**src/rtl/muldiv_sequencer.sv**
```systemverilog
// muldiv_sequencer: iterative RV64M multiply/divide unit sitting beside the EX ALU.
// Radix-2 shift-add multiply and restoring divide, one bit per cycle, with the
// RISC-V divide-by-zero and signed-overflow cases resolved without iterating.
// Optional feature: define MULDIV_EARLY_OUT_EN to let a multiply stop iterating
// as soon as the remaining multiplier bits are all zero.
module muldiv_sequencer #(
  parameter int XLEN  = 64,
  parameter int CNT_W = $clog2(XLEN) + 1
) (
  input  logic            clk,
  input  logic            rst_n,
  input  logic            req_valid,
  output logic            req_ready,
  input  logic [2:0]      req_funct3,
  input  logic            req_word,
  input  logic [XLEN-1:0] req_rs1,
  input  logic [XLEN-1:0] req_rs2,
  input  logic            flush,
  output logic            resp_valid,
  input  logic            resp_ready,
  output logic [XLEN-1:0] resp_result,
  output logic            busy
);

  localparam int WLEN = 32;

  typedef enum logic [2:0] {
    S_IDLE,
    S_PREP,
    S_BUSY,
    S_FIX,
    S_DONE
  } state_t;

  state_t              r_state;
  state_t              w_state_next;
  logic                w_accept;

  // Captured request
  logic [2:0]          r_funct3;
  logic                r_word;
  logic [XLEN-1:0]     r_opa;
  logic [XLEN-1:0]     r_opb;

  // Iteration datapath
  logic [2*XLEN-1:0]   r_mcand;
  logic [2*XLEN-1:0]   r_acc;
  logic [XLEN-1:0]     r_mplier;
  logic [XLEN-1:0]     r_dsor;
  logic [XLEN-1:0]     r_quo;
  logic [XLEN-1:0]     r_rem;
  logic [CNT_W-1:0]    r_cnt;
  logic                r_neg;
  logic [XLEN-1:0]     r_result;

  // Operand decode (valid while in PREP)
  logic                w_is_div;
  logic                w_is_rem;
  logic                w_a_signed;
  logic                w_b_signed;
  logic                w_sa;
  logic                w_sb;
  logic                w_b_zero;
  logic                w_ovf;
  logic                w_special;
  logic [XLEN-1:0]     w_a_sext32;
  logic [XLEN-1:0]     w_b_sext32;
  logic [XLEN-1:0]     w_a_trunc;
  logic [XLEN-1:0]     w_b_trunc;
  logic [XLEN-1:0]     w_amag;
  logic [XLEN-1:0]     w_bmag;
  logic [XLEN-1:0]     w_min;
  logic [XLEN-1:0]     w_special_res;

  // Per-iteration and fix-up values
  logic [2*XLEN-1:0]   w_acc_next;
  logic [XLEN:0]       w_rem_sh;
  logic [XLEN:0]       w_diff;
  logic                w_qbit;
  logic [2*XLEN-1:0]   w_prod;
  logic [XLEN-1:0]     w_quo_s;
  logic [XLEN-1:0]     w_rem_s;
  logic [XLEN-1:0]     w_raw;
  logic [XLEN-1:0]     w_fix_res;

  // Signedness follows funct3; word forms see only the low 32 bits, extended.
  assign w_is_div   = r_funct3[2];
  assign w_is_rem   = r_funct3[2] & r_funct3[1];
  assign w_a_signed = (r_funct3 != 3'b011) && (r_funct3 != 3'b101) && (r_funct3 != 3'b111);
  assign w_b_signed = (r_funct3 == 3'b000) || (r_funct3 == 3'b001) ||
                      (r_funct3 == 3'b100) || (r_funct3 == 3'b110);
  assign w_a_sext32 = {{(XLEN-WLEN){r_opa[WLEN-1]}}, r_opa[WLEN-1:0]};
  assign w_b_sext32 = {{(XLEN-WLEN){r_opb[WLEN-1]}}, r_opb[WLEN-1:0]};
  assign w_a_trunc  = !r_word    ? r_opa :
                      w_a_signed ? w_a_sext32 : {{(XLEN-WLEN){1'b0}}, r_opa[WLEN-1:0]};
  assign w_b_trunc  = !r_word    ? r_opb :
                      w_b_signed ? w_b_sext32 : {{(XLEN-WLEN){1'b0}}, r_opb[WLEN-1:0]};
  assign w_sa       = w_a_signed & w_a_trunc[XLEN-1];
  assign w_sb       = w_b_signed & w_b_trunc[XLEN-1];
  assign w_amag     = w_sa ? -w_a_trunc : w_a_trunc;
  assign w_bmag     = w_sb ? -w_b_trunc : w_b_trunc;
  assign w_min      = r_word ? {{(XLEN-WLEN+1){1'b1}}, {(WLEN-1){1'b0}}}
                             : {1'b1, {(XLEN-1){1'b0}}};
  assign w_b_zero   = (w_b_trunc == '0);
  assign w_ovf      = w_is_div & !r_funct3[0] & (w_a_trunc == w_min) & (w_b_trunc == '1);
  assign w_special  = w_is_div & (w_b_zero | w_ovf);

  // Fast-path result for divide-by-zero and signed MIN / -1
  always_comb begin
    w_special_res = '0;
    if (w_b_zero) begin
      w_special_res = w_is_rem ? (r_word ? w_a_sext32 : r_opa) : '1;
    end else if (!w_is_rem) begin
      w_special_res = w_a_trunc;
    end
  end

  // One multiply step (add shifted multiplicand) and one restoring divide step
  assign w_acc_next = r_acc + (r_mplier[0] ? r_mcand : '0);
  assign w_rem_sh   = {r_rem, r_quo[XLEN-1]};
  assign w_diff     = w_rem_sh - {1'b0, r_dsor};
  assign w_qbit     = !w_diff[XLEN];

  // Sign correction and result selection for the FIX state
  assign w_prod  = r_neg ? -r_acc : r_acc;
  assign w_quo_s = r_neg ? -r_quo : r_quo;
  assign w_rem_s = r_neg ? -r_rem : r_rem;

  always_comb begin
    w_raw = '0;
    case (r_funct3)
      3'b000:                 w_raw = w_prod[XLEN-1:0];
      3'b001, 3'b010, 3'b011: w_raw = w_prod[2*XLEN-1:XLEN];
      3'b100, 3'b101:         w_raw = w_quo_s;
      default:                w_raw = w_rem_s;
    endcase
  end

  assign w_fix_res = r_word ? {{(XLEN-WLEN){w_raw[WLEN-1]}}, w_raw[WLEN-1:0]} : w_raw;

  // State register
  always_ff @(posedge clk or negedge rst_n) begin
    // NOTE: registers take non-blocking assignments so every flop samples pre-edge values.
    if (!rst_n) r_state <= S_IDLE;
    else        r_state <= w_state_next;
  end

  // Next-state logic and handshake outputs
  always_comb begin
    // NOTE: each signal driven here gets a default first so no path can infer a latch.
    w_state_next = r_state;
    w_accept     = 1'b0;
    req_ready    = 1'b0;
    resp_valid   = 1'b0;
    busy         = (r_state != S_IDLE);
    case (r_state)
      S_IDLE: begin
        req_ready = !flush;
        w_accept  = req_valid && !flush;
        if (w_accept) w_state_next = S_PREP;
      end
      S_PREP: begin
        if (w_special) begin
          w_state_next = S_DONE;
`ifdef MULDIV_EARLY_OUT_EN
        end else if (!w_is_div && (w_bmag == '0)) begin
          w_state_next = S_FIX;
`endif
        end else begin
          w_state_next = S_BUSY;
        end
      end
      S_BUSY: begin
        if (r_cnt == '0) begin
          w_state_next = S_FIX;
`ifdef MULDIV_EARLY_OUT_EN
        end else if (!w_is_div && ((r_mplier >> 1) == '0)) begin
          w_state_next = S_FIX;
`endif
        end
      end
      S_FIX: w_state_next = S_DONE;
      S_DONE: begin
        resp_valid = 1'b1;
        if (resp_ready) w_state_next = S_IDLE;
      end
      default: w_state_next = S_IDLE;
    endcase
    // A flush kills whatever is in flight, including a pending response.
    if (flush) w_state_next = S_IDLE;
  end

  assign resp_result = r_result;

  // Request capture, operand preparation, iteration and result registers
  always_ff @(posedge clk or negedge rst_n) begin
    if (!rst_n) begin
      r_funct3 <= '0;
      r_word   <= 1'b0;
      r_opa    <= '0;
      r_opb    <= '0;
      r_mcand  <= '0;
      r_acc    <= '0;
      r_mplier <= '0;
      r_dsor   <= '0;
      r_quo    <= '0;
      r_rem    <= '0;
      r_cnt    <= '0;
      r_neg    <= 1'b0;
      r_result <= '0;
    end else begin
      if (w_accept) begin
        // Word forms of MULH/MULHSU/MULHU collapse onto MULW.
        r_funct3 <= (req_word && !req_funct3[2]) ? 3'b000 : req_funct3;
        r_word   <= req_word;
        r_opa    <= req_rs1;
        r_opb    <= req_rs2;
      end
      case (r_state)
        S_PREP: begin
          r_mcand  <= {{XLEN{1'b0}}, w_amag};
          r_acc    <= '0;
          r_mplier <= w_bmag;
          r_dsor   <= w_bmag;
          r_rem    <= '0;
          // Word dividends are left-aligned so the quotient lands in the low bits.
          r_quo    <= r_word ? {w_amag[WLEN-1:0], {(XLEN-WLEN){1'b0}}} : w_amag;
          r_cnt    <= r_word ? CNT_W'(WLEN - 1) : CNT_W'(XLEN - 1);
          r_neg    <= w_is_rem ? w_sa : (w_sa ^ w_sb);
          if (w_special) r_result <= w_special_res;
        end
        S_BUSY: begin
          r_cnt <= r_cnt - CNT_W'(1);
          if (w_is_div) begin
            r_rem <= w_qbit ? w_diff[XLEN-1:0] : w_rem_sh[XLEN-1:0];
            r_quo <= {r_quo[XLEN-2:0], w_qbit};
          end else begin
            r_acc    <= w_acc_next;
            r_mcand  <= r_mcand << 1;
            r_mplier <= r_mplier >> 1;
          end
        end
        S_FIX: r_result <= w_fix_res;
        default: ;
      endcase
    end
  end

endmodule
```
**config.mk**
```make
export PLATFORM = sky130hd
export DESIGN_NAME = muldiv_sequencer
export DESIGN_NICKNAME = d
export VERILOG_FILES = /design/src/rtl/muldiv_sequencer.sv
export SDC_FILE = /design/constraint.sdc
export NUM_CORES = 2
export LEC_CHECK = 0
export BUFFER_PORTS_ARGS = -buffer_cell sky130_fd_sc_hd__buf_2
export CAP_MARGIN = 25
export CORE_ASPECT_RATIO = 1.25
export CORE_UTILIZATION = 50
export DETAILED_ROUTE_END_ITERATION = 10
export PLACE_DENSITY_LB_ADDON = 0.15
export REMOVE_ABC_BUFFERS = 1
export SYNTH_ARGS = -nofsm -noshare
export SYNTH_HDL_FRONTEND = slang
export SYNTH_SLANG_ARGS = --single-unit
```
**constraint.sdc**
```tcl
create_clock -name clk -period 12.96 [get_ports clk]
set_input_delay 0 -clock clk [delete_from_list [all_inputs] [get_ports clk]]
set_output_delay 0 -clock clk [all_outputs]
set_load 0.03 [all_outputs]
```
==> reports/results.ini <==
[status]
status = finished, final reports clean

[sta]
finClkSkew_ns = 0.0297
grt_setup_unrepaired = false
max_freq_mhz = 155
tightest_slew_ns = 1.25
report.final.hold_viol_count = 0
tns_ns = 0
slew_violations = 0
slew-limit-headroom_pct = 15.8
period_share_pct = 49.8
finalCriticalPeriod_ns = 6.46
finalSetupViolCount = 0

[clock_network]
post_cts_buffers = 0
cts_root_buf = clkbuf_16
holdBufCountCts = 142
cts-buffers-inserted = 83
clk_pin_slew_ns = 0.07
cts_htree_levels = 3
cts_resized = 0
clock_sinks = 719
cts_tree = yes
clk_latency_ns = 0.71
cts.path.max_buffers = 3

[finish]
layout-area-overhead-vs-synth_pct = 11.9
layout.cells.non_filler = 8322
drive_gt1_share_pct = 9.33
nNetsFinal = 7172
fillers = 9945
stdcell_area_mm2 = 0.0596

[power]
peakVddDrop_v = 0.000209
power.total_mw = 16.0
leakage_nw = 26.0
pwr_density_cell_mw_per_mm2 = 269

[worst_setup_path]
critical_path_class = reg2reg
cp_max_fo = 101
crit_path_start_kind = flip-flop
worstSetupEndpointType = flip-flop
worstPathArrival_ns = 7.01
cp.required_ns = 13.51
crit_start = r_mplier[0]$_DFFE_PN0P_
r2r-start = r_mplier[0]$_DFFE_PN0P_

[synth]
syn_inst = 6761
avgSynthCellArea_um2 = 7.88
ys_types = 86
synthesis.area_mm2 = 0.0533
ys.flop_type = dfrtp_1
synthArstFlopShare_pct = 100
seq_area_frac_synth_pct = 33.8
yosys_register_bits = 719
ys_warn_count = 0
synth_enable_flop_cells = 0

[route]
postRouteAntennaNets = 0
drt_iter0_markers = 6126
num_vias = 53300
vias_per_cell = 6.40
drt_first_pass_iters = 7
wl_per_cell_um = 26.2
finalWirelength_um = 218000
route.detailed.drc = 0

[floorplanning]
pin_count = 204
dieHeight_um = 367
rows = 133
initial_utilization_pct = 50.6
fp.dieW_um = 294
core_mm2 = 0.105
die-area_mm2 = 0.108

[grt]
grt_pass1_wl_um = 324000
grt_overflow = 0
grt_use_total_pct = 39.8
grt_pass1_vias = 50400
antenna_found_initial = 6
grt_max_degree = 163

[placed_design]
post-place-cells = 8019
port_buffers = 203
dpl-instance-area_mm2 = 0.0552
dp_hpwl_um = 164000
place_congestion = 1.08

[job]
maxCapViolCount = 0

[min_path]
hold_path_class = in2reg
min-delay-start = req_rs1[7]

[Yosys cell counts (all sizes together) (9+ instances only)]
| library cell | n | area share [%] |
|---|---|---|
| xor2 | 246 | 4.0 |
| nand2 | 822 | 5.8 |
| o21ai | 825 | 7.8 |
| a211oi | 43 | 0.61 |
| a22o | 31 | 0.51 |
| mux2 | 131 | 2.8 |
| a32oi | 9 | 0.15 |
| a22oi | 36 | 0.51 |
| buf | 50 | 0.38 |
| ha | 199 | 4.7 |
| a21boi | 15 | 0.21 |
| o31ai | 104 | 1.5 |
| nor2b | 25 | 0.29 |
| nand3 | 259 | 2.4 |
| o41ai | 48 | 0.83 |
| or4 | 37 | 0.54 |
| inv | 155 | 1.1 |
| o22ai | 36 | 0.42 |
| nor4 | 55 | 0.65 |
| o211ai | 44 | 0.62 |
| nand4 | 113 | 1.3 |
| or3 | 70 | 0.82 |
| a21o | 99 | 1.4 |
| a221oi | 32 | 0.54 |
| a31oi | 59 | 0.69 |
| o221ai | 21 | 0.35 |
| nor3 | 114 | 1.1 |
| o21a | 34 | 0.48 |
| o2111ai | 10 | 0.16 |
| a221o | 12 | 0.23 |
| clkbuf | 406 | 2.9 |
| a21oi | 638 | 6.0 |
| and3 | 19 | 0.22 |
| o21bai | 45 | 0.63 |
| nor3b | 14 | 0.20 |
| or2 | 23 | 0.27 |
| dfrtp | 719 | 34 |
| nand2b | 40 | 0.47 |
| nor2 | 553 | 3.9 |
| xnor2 | 282 | 4.6 |
| and2 | 148 | 1.7 |
| mux2i | 30 | 0.56 |
[metal layers]
layer | vias to the layer above | share of wire [%] | GRT usage, %
met4 | 8 | 7.9 | 27.1
met3 | 584 | 7.7 | 5.99
li1 | 24400 | - | -
met1 | 25700 | 40 | 50.6
met5 | - | 0.021 | 0
met2 | 2492 | 45 | 62.5
[where the power goes]
part	leakage [nW]	switching, mW	internal, mW
Sequential	9.05	1.14	3.02
Clock	1.40	1.06	1.46
Combinational	15.6	6.32	3.04
Total	26.0	8.52	7.52
[logic make-up (layout without fill, tap and decap cells)]
group | after synthesis | in the layout | share of synthesized area (%)
AO/OA/AOI/OAI | 2216 | 2216 | 24.9
XOR/XNOR | 528 | 528 | 8.68
adder cells (fa/ha/maj) | 201 | 201 | 4.75
buffers and inverters | 613 | 754 | 4.35
flip-flops | 719 | 719 | 33.8
multiplexers | 161 | 161 | 3.33
other | 0 | 3 | 0
AND/OR/NAND/NOR | 2323 | 2323 | 20.2
[worst paths after layout]
| path | endpoint | slack (ns) | cells past startpoint |
|---|---|---|---|
| min in group asynchronous | r_mcand[15]$_DFFE_PN0P_ | 0.53 | 4 |
| worst max register to register | r_acc[126]$_DFFE_PN0P_ | 6.50 | 14 |
| worst min register to register | r_dsor[29]$_DFFE_PN0P_ | 0.48 | 2 |
| worst max-delay path | r_acc[126]$_DFFE_PN0P_ | 6.50 | 14 |
| max in group asynchronous | r_acc[115]$_DFFE_PN0P_ | 10.25 | 6 |
| worst min-delay path | r_opa[7]$_DFFE_PN0P_ | 0.06 | 3 |
[area by class of cell]
class	count	area, um^2	area share [%]
sequential	719	18000	30.2
multi-input combinational	5429	33100	55.5
tap	1417	1770	2.97
antenna	3	7.51	0.0126
clock buffer	118	2450	4.11
inverter	157	589	0.989
timing repair buffer	444	3270	5.49
clock inverter	35	420	0.705
[layout by cell type, fill, tap and decap left out, types with 45 or more instances in the layout]
master           n
buf_2          204
xnor2_1        282
mux2_2         131
nand2_1        816
inv_1          154
nand3_1        259
a31oi_1         59
dfrtp_1        714
nor2_1         545
clkbuf_16       86
buf_4           89
or3_1           70
o41ai_1         45
o31ai_1        103
dlygate4sd3_1  141
nor3_1         114
nand4_1        113
a21o_1          99
ha_1           199
and2_1         148
nor4_1          55
xor2_1         245
a21oi_1        636
o21ai_0        824
[flip-flops by register name, indices dropped and copies added (netlist names)]
name	flops
r_quo	64
r_neg	1
r_rem	64
r_cnt	7
resp_result	64
r_word	1
r_mplier	64
r_funct3	3
r_acc	128
r_mcand	128
r_dsor	64
r_opb	64
r_opa	64
r_state	3
[worst max-delay path, stage by stage (launching register included)]
cell       delay [ns]
dfrtp_2          0.60
buf_4            0.70
and2_1           0.24
ha_1             0.29
nand4_1          0.22
nor3_1           0.58
nor3b_1          0.86
o2111ai_1        0.57
nand3_1          0.40
a21oi_1          0.21
o311ai_0         0.72
a31oi_1          0.27
o21ai_0          0.25
xnor2_1          0.14
o21ai_0          0.09
[metrics by stage]
step	setup slack (ns)	hold WS (ns)	util, %
after floorplan	-3.85	-0.296	-
after global placement	6.84	0.0560	52.4
after detailed placement	6.85	0.0533	52.4
after CTS	6.77	0.0233	56.5
after global routing	6.49	0.0693	56.6
final	6.50	0.0633	56.6
(Power assumes the default switching activity.)
